## src/rtl/key_ctrl.sv

```systemverilog
// rtl/key_ctrl.sv - key synchroniser/debouncer with start/stop/clear FSM for the stopwatch chain
// Produces gated 1 s increments and a soft-reset pulse for the first counter stage.
module key_ctrl #(
    parameter int NKEYS      = 8,
    parameter int STABLE_CNT = 4
) (
    input  logic             clk,
    input  logic             rst,
    input  logic             smpl_strb,
    input  logic             pps,
    input  logic [NKEYS-1:0] keys_raw,
    output logic [NKEYS-1:0] keys_db,
    output logic [NKEYS-1:0] key_rise,
    output logic             run,
    output logic [1:0]       state,
    output logic             incr,
    output logic             sft_rst
);

    localparam int              CW       = $clog2(STABLE_CNT + 1);
    localparam logic [CW-1:0]   STABLE_V = CW'(STABLE_CNT);
    localparam logic [CW-1:0]   CNT_ONE  = CW'(1);

    localparam logic [1:0] IDLE  = 2'd0;
    localparam logic [1:0] RUN   = 2'd1;
    localparam logic [1:0] PAUSE = 2'd2;

    logic [NKEYS-1:0] sync1_q;
    logic [NKEYS-1:0] sync_q;
    logic [CW-1:0]    cnt_q [NKEYS];
    logic [CW-1:0]    cnt_d [NKEYS];
    logic [NKEYS-1:0] db_q,   db_d;
    logic [NKEYS-1:0] rise_q, rise_d;
    logic [1:0]       state_q, state_d;
    logic             clr_q;
    logic             sft_rst_q;
    logic             incr_q;

    logic             start_evt;
    logic             clear_evt;

    assign start_evt = rise_q[0];
    assign clear_evt = rise_q[1];

    // A key's counter only advances while its synchronised level disagrees with the
    // accepted level; any agreeing strobe restarts the stability window.
    always_comb begin
        db_d   = db_q;
        rise_d = '0;
        for (int i = 0; i < NKEYS; i++) begin
            cnt_d[i] = cnt_q[i];
            if (smpl_strb) begin
                if (sync_q[i] != db_q[i]) begin
                    if (cnt_q[i] + CNT_ONE == STABLE_V) begin
                        db_d[i]   = sync_q[i];
                        rise_d[i] = sync_q[i];
                        cnt_d[i]  = '0;
                    end else begin
                        cnt_d[i] = cnt_q[i] + CNT_ONE;
                    end
                end else begin
                    cnt_d[i] = '0;
                end
            end
        end
    end

    always_comb begin
        state_d = state_q;
        case (state_q)
            IDLE:    if (start_evt) state_d = RUN;
            RUN:     if (start_evt) state_d = PAUSE;
            PAUSE:   if (start_evt) state_d = RUN;
            default: state_d = IDLE;
        endcase
        // Clear overrides start/stop, including from the unused encoding.
        if (clear_evt) state_d = IDLE;
    end

    always_ff @(posedge clk) begin
        if (rst) begin
            sync1_q   <= '0;
            sync_q    <= '0;
            db_q      <= '0;
            rise_q    <= '0;
            state_q   <= IDLE;
            clr_q     <= 1'b0;
            sft_rst_q <= 1'b0;
            incr_q    <= 1'b0;
            for (int i = 0; i < NKEYS; i++) begin
                cnt_q[i] <= '0;
            end
        end else begin
            sync1_q   <= keys_raw;
            sync_q    <= sync1_q;
            db_q      <= db_d;
            rise_q    <= rise_d;
            state_q   <= state_d;
            clr_q     <= clear_evt;
            sft_rst_q <= clr_q;
            incr_q    <= pps & (state_q == RUN) & ~clear_evt;
            for (int i = 0; i < NKEYS; i++) begin
                cnt_q[i] <= cnt_d[i];
            end
        end
    end

    assign keys_db  = db_q;
    assign key_rise = rise_q;
    assign state    = state_q;
    assign run      = (state_q == RUN);
    assign incr     = incr_q;
    assign sft_rst  = sft_rst_q;

endmodule

```

## config.mk

```make
export PLATFORM = sky130hd
export DESIGN_NAME = key_ctrl
export DESIGN_NICKNAME = d
export VERILOG_FILES = /design/src/rtl/key_ctrl.sv
export SDC_FILE = /design/constraint.sdc
export NUM_CORES = 1
export LEC_CHECK = 0
export ABC_AREA = 0
export ABC_CLOCK_PERIOD_IN_PS = 2000
export CORE_UTILIZATION = 55
export CTS_CLUSTER_DIAMETER = 120
export DETAILED_ROUTE_END_ITERATION = 6
export MAX_ROUTING_LAYER = met4
export PLACE_DENSITY = 0.85
export SYNTH_ARGS = -nofsm -noshare
export SYNTH_HDL_FRONTEND = slang
export SYNTH_SLANG_ARGS = --single-unit
```

## constraint.sdc

```tcl
create_clock -name clk -period 2 [get_ports clk]
set_input_delay 0.4 -clock clk [delete_from_list [all_inputs] [get_ports clk]]
set_output_delay 0.4 -clock clk [all_outputs]
set_load 0.02 [all_outputs]
```

---- Yosys cells after proc, flatten, opt, wreduce, memory -nomap -nowiden ----
Memory sizes are Yosys's and may differ from the RTL's.
Cells that the tools add are included.
word-level totals
  register bits after elaboration ......... 37
  memory bits (writable) .................. 24
  input bits .............................. 12
  output and inout bits ................... 21
  logic and storage cells ................. 137
  memories kept ........................... 1
memory list
  memory  depth  width  read ports  clocked after Yosys merged registers in  wr ports  line  RTL
  cnt_q   8      3      8           0                                        8         30    logic [CW-1:0] cnt_q [NKEYS];
cells by class
  add/subtract/negate cells ............... 8
  eq/ne operators ......................... 20
  multiplexer cells ....................... 38
  bitwise gates (word level) .............. 28
  reduce and logical (&&, ||, !) cells .... 20
operators by type and width
  cell                   count
  $mux W3                32
  $reduce_or A4 Y1       8
  $add A3 B1 Y3 const B  8
  $eq A3 B3 Y1 const B   8
  $reduce_and A3 Y1      8
  $not A1 Y1             18
  $ne A1 B1 Y1           8
  $or A1 B1 Y1           8
  $mux W2                2
  $ne A2 B1 Y1 const B   2
  $pmux W2 S2            1
  $reduce_or A2 Y1       2
  $mux W1                3
  $and A1 B1 Y1          2
  $eq A2 B1 Y1 const B   1
  $eq A2 B2 Y1 const B   1
  $logic_not A2 Y1       1
  $reduce_and A2 Y1      1

---- Longest topological paths before layout ----
  depth after elaboration ................. 6
  depth in mapped cells ................... 5
  mapped depth without buffers ............ 5

---- Worst setup path before layout ----
No wires, ideal clock.
  path kind ............................... reg2reg
  start point ............................. mem cnt_q[0][0] (netlist name)
  end point ............................... mem cnt_q[0][0] (netlist name)
  setup time .............................. 0.116 ns
  arrival ................................. 1.040 ns
  data required time ...................... 1.884 ns
  setup slack ............................. 0.844 ns
  stages on the path, launching flop included .. 5
  path buffers ............................ 0
  period minus slack after synthesis ...... 1.156 ns
  cells stage by stage .................... dfxtp_1 ha_1 xor2_1 nand2_1 a31o_1
RTL lines
  what             line
  start, declared  30

---- Worst setup path in the final report ----
  start point ............................. reg state_q[1], in the netlist state[1]
  end point ............................... out run
on the way
  word-level cells in the longest chain between the ends .. 1
ends and longest elaborated chain
  what                    line  RTL
  start, declared         34    logic [1:0] state_q, state_d;
  start signal, assigned  98    state_q <= state_d;
  $eq A2 B1 Y1            111   assign run = (state_q == RUN);
  end, declared           14    output logic run,
No other way between the ends.

==> results.json <==
{
  "finalClockSkew_ns": 0.00768,
  "path_clk_slew_ns": 0.07,
  "syn_to_final_growth_pct": 20.0,
  "grt_first_pass_wirelength_um": 8090,
  "max_stage_delay_ns": 0.62,
  "cp.buffers_inverters": 1,
  "cp_top_family": "buffers and inverters",
  "synth_fp_nets": 314,
  "crit_chain": "and2b_1 -> clkdlybuf4s50_1",
  "post-route-util_pct": 69.3,
  "die-height_um": 72.9,
  "hp-class": "reg -> reg",
  "initial_core_util_pct": 57.7,
  "power.total_mw": 2.58,
  "grt_max_degree": 42,
  "placedCellCount": 373,
  "period_needed_ns": 1.93,
  "startpoint_type": "flop",
  "holdPathEnd": "sync_q[4]",
  "gp_congestion": 0.757,
  "postCtsHoldBufs": 0,
  "status": "completed",
  "fin_cells": 389,
  "powerDensity_mw_per_mm2": 779,
  "wire_per_inst_um": 12.2,
  "synth_area_mm2": 0.00276,
  "overflow": 0,
  "synthCells": 284,
  "drt_iter0_markers": 74,
  "htreeDepth": 3,
  "cts_resized": 0,
  "crit-reg2reg-launch": "cnt_q[1][0]",
  "finalMaxSlewViolations": 0,
  "layout_commonest_cell": "dfxtp_1",
  "antenna_found_initial": 0,
  "syn_avg_cell_area_um2": 9.73,
  "synth_area_leader_cell": "dfxtp_1",
  "rrSetupSlack_ns": 0.67,
  "leakage_nw": 1.29,
  "critPathArrivalTime_ns": 1.53,
  "routed_wl_um": 4760,
  "ir_worst_vdd_v": 0.000594,
  "ioPinCount": 33,
  "critPathRequiredTime_ns": 1.60,
  "fin_nets": 347,
  "grt_pass1_vias": 1951,
  "ff2ff_path_depth": 4,
  "cts_tree": "done",
  "port_buffers": 32,
  "clock_path_buffers": 2,
  "slowest_stage": "clkdlybuf4s50_1",
  "hold_path_depth": 1,
  "final_cell_mix": "61 x dfxtp_1, 30 x clkdlybuf4s50_1, 26 x a21oi_1",
  "reg2reg_to": "cnt_q[1][0]",
  "setup_tns_ns": 0,
  "grtUsageTotal_pct": 20.8,
  "die_x_um": 72.9,
  "synth_top_area_share_pct": 44.2,
  "clock-sinks": 61,
  "post_cts.repair.setup_buffers": 0,
  "drc": 0,
  "cp_max_fo": 4,
  "yosysUniqueCellTypes": 30,
  "hold_viol_final": 0,
  "rsz0062_at_grt": "no",
  "antenna_cells": 0,
  "end_kind": "output port",
  "dr.pass1.iters": 4,
  "relSlewSlack_pct": 73.1,
  "synthTopCellsByArea": "dfxtp_1 44%, ha_1 8.2%, nor2b_1 5.2%, a21oi_1 4.7%, xor2_1 4.4%",
  "cts_buffers": 9,
  "tightestPinTransition_ns": 0.404,
  "clkLatencyLatePin_ns": 0.34,
  "cts-root-buf": "clkbuf_8",
  "fin_crit_sh_pct": 96.3,
  "die_area_mm2": 0.00531,
  "max_clock_freq_mhz": 519,
  "std_cell_rows": 25,
  "crit_type": "reg -> out",
  "drive_gt1_share_pct": 9.32,
  "min_from": "sync1_q[4]",
  "finalSetupViolCount": 0,
  "yosys_warnings": 0,
  "yosysSeqAreaShare_pct": 44.2,
  "fillers": 373,
  "synth-seq-cells": 61,
  "core_mm2": 0.00479,
  "routed_via_density": 5.23,
  "vias": 2033,
  "postRouteAntennaNets": 0,
  "cap_violations": 0,
  "dpl.hpwl_um": 3250
}
## sequential cells by signal, summed over array words and instances, names as in the netlist
register,flops
cnt_q,24
key_rise,8
keys_db,8
sync1_q,8
sync_q,8
state,2
clr_q,1
incr,1
sft_rst,1
## stage by stage
step	cell area [um^2]	worst slack, ns	hold slack [ns]
after CTS	3310	0.0683	0.436
after floorplan	2760	0.844	0.414
after detailed placement	3090	0.447	0.428
after global routing	3310	0.0359	0.450
after global placement	3090	0.461	0.416
final	3310	0.0737	0.438
## kinds of logic after synthesis
group / share of synthesized area, %
adder cells (fa/ha/maj): 8.15
buffers and inverters: 6.79
multiplexers: 0.362
XOR/XNOR: 4.44
flip-flops: 44.2
AO/OA/AOI/OAI: 10.3
AND/OR/NAND/NOR: 25.7
## worst reg2reg max path: cells and delay by family (launching register included)
kind                       cells  cell delay (ns)
xor gates and xnor gates       1             0.27
AOI/OAI and AO/OA              1             0.22
and+or+nand+nor                1             0.14
adders and majority gates      1             0.22
DFF                            1             0.37
## power by group
part           switching [mW]  internal (mW)  total [mW]
sequential             0.0112           1.23        1.25
combinational          0.0573         0.0492       0.106
clock                   0.463          0.766        1.23
## cell type report
class / count / area (um^2) / share of cell area [%]
multi-input cells: 186 / 1350 / 40.8
flip-flops and latches: 61 / 1220 / 36.8
repair buffers: 37 / 348 / 10.5
clock buffers: 12 / 155 / 4.68
well taps: 67 / 83.8 / 2.53
inverters: 22 / 82.6 / 2.49
clock inverters: 4 / 70.1 / 2.11
## metal layers
| layer | GRT usage [%] | share of wire, % |
|---|---|---|
| met2 | 36.7 | 49 |
| met3 | 4.56 | 2.6 |
| met1 | 21.6 | 46 |
| met4 | 11.1 | 2.0 |
| met5 | - | 0 |
## worst max path at each step
stage | startpoint | to | slack [ns] | cells after the start
detailed placement | state[1] | run | 0.45 | 2
floorplan | cnt_q[0][0] | cnt_q[0][0] | 0.84 | 4
CTS | state[1] | run | 0.07 | 2
global placement | state[1] | run | 0.46 | 2
global route | state[1] | run | 0.04 | 2
finish | state[1] | run | 0.07 | 2
## Yosys cell counts
cell type  instances
nor2b_1           23
nor4b_1            1
nor2_1             1
nor4_2             6
a22oi_1            1
nor3_2             2
xor2_1            14
a21oi_1           26
nor3b_1           13
clkbuf_1           2
o211ai_1           5
buf_8              2
and2b_1            1
dfxtp_1           61
nand3b_1           2
and3b_1            5
inv_1             22
nand3_1           10
nand4b_1           2
nor4bb_1           1
nor3_1             3
buf_2              9
buf_6              2
o21ai_1            1
a31o_1            12
nand2_1           14
nand2b_1          18
nand4_1            6
mux2i_1            1
ha_1              18
Note: power is estimated with default switching activity, not from simulation.
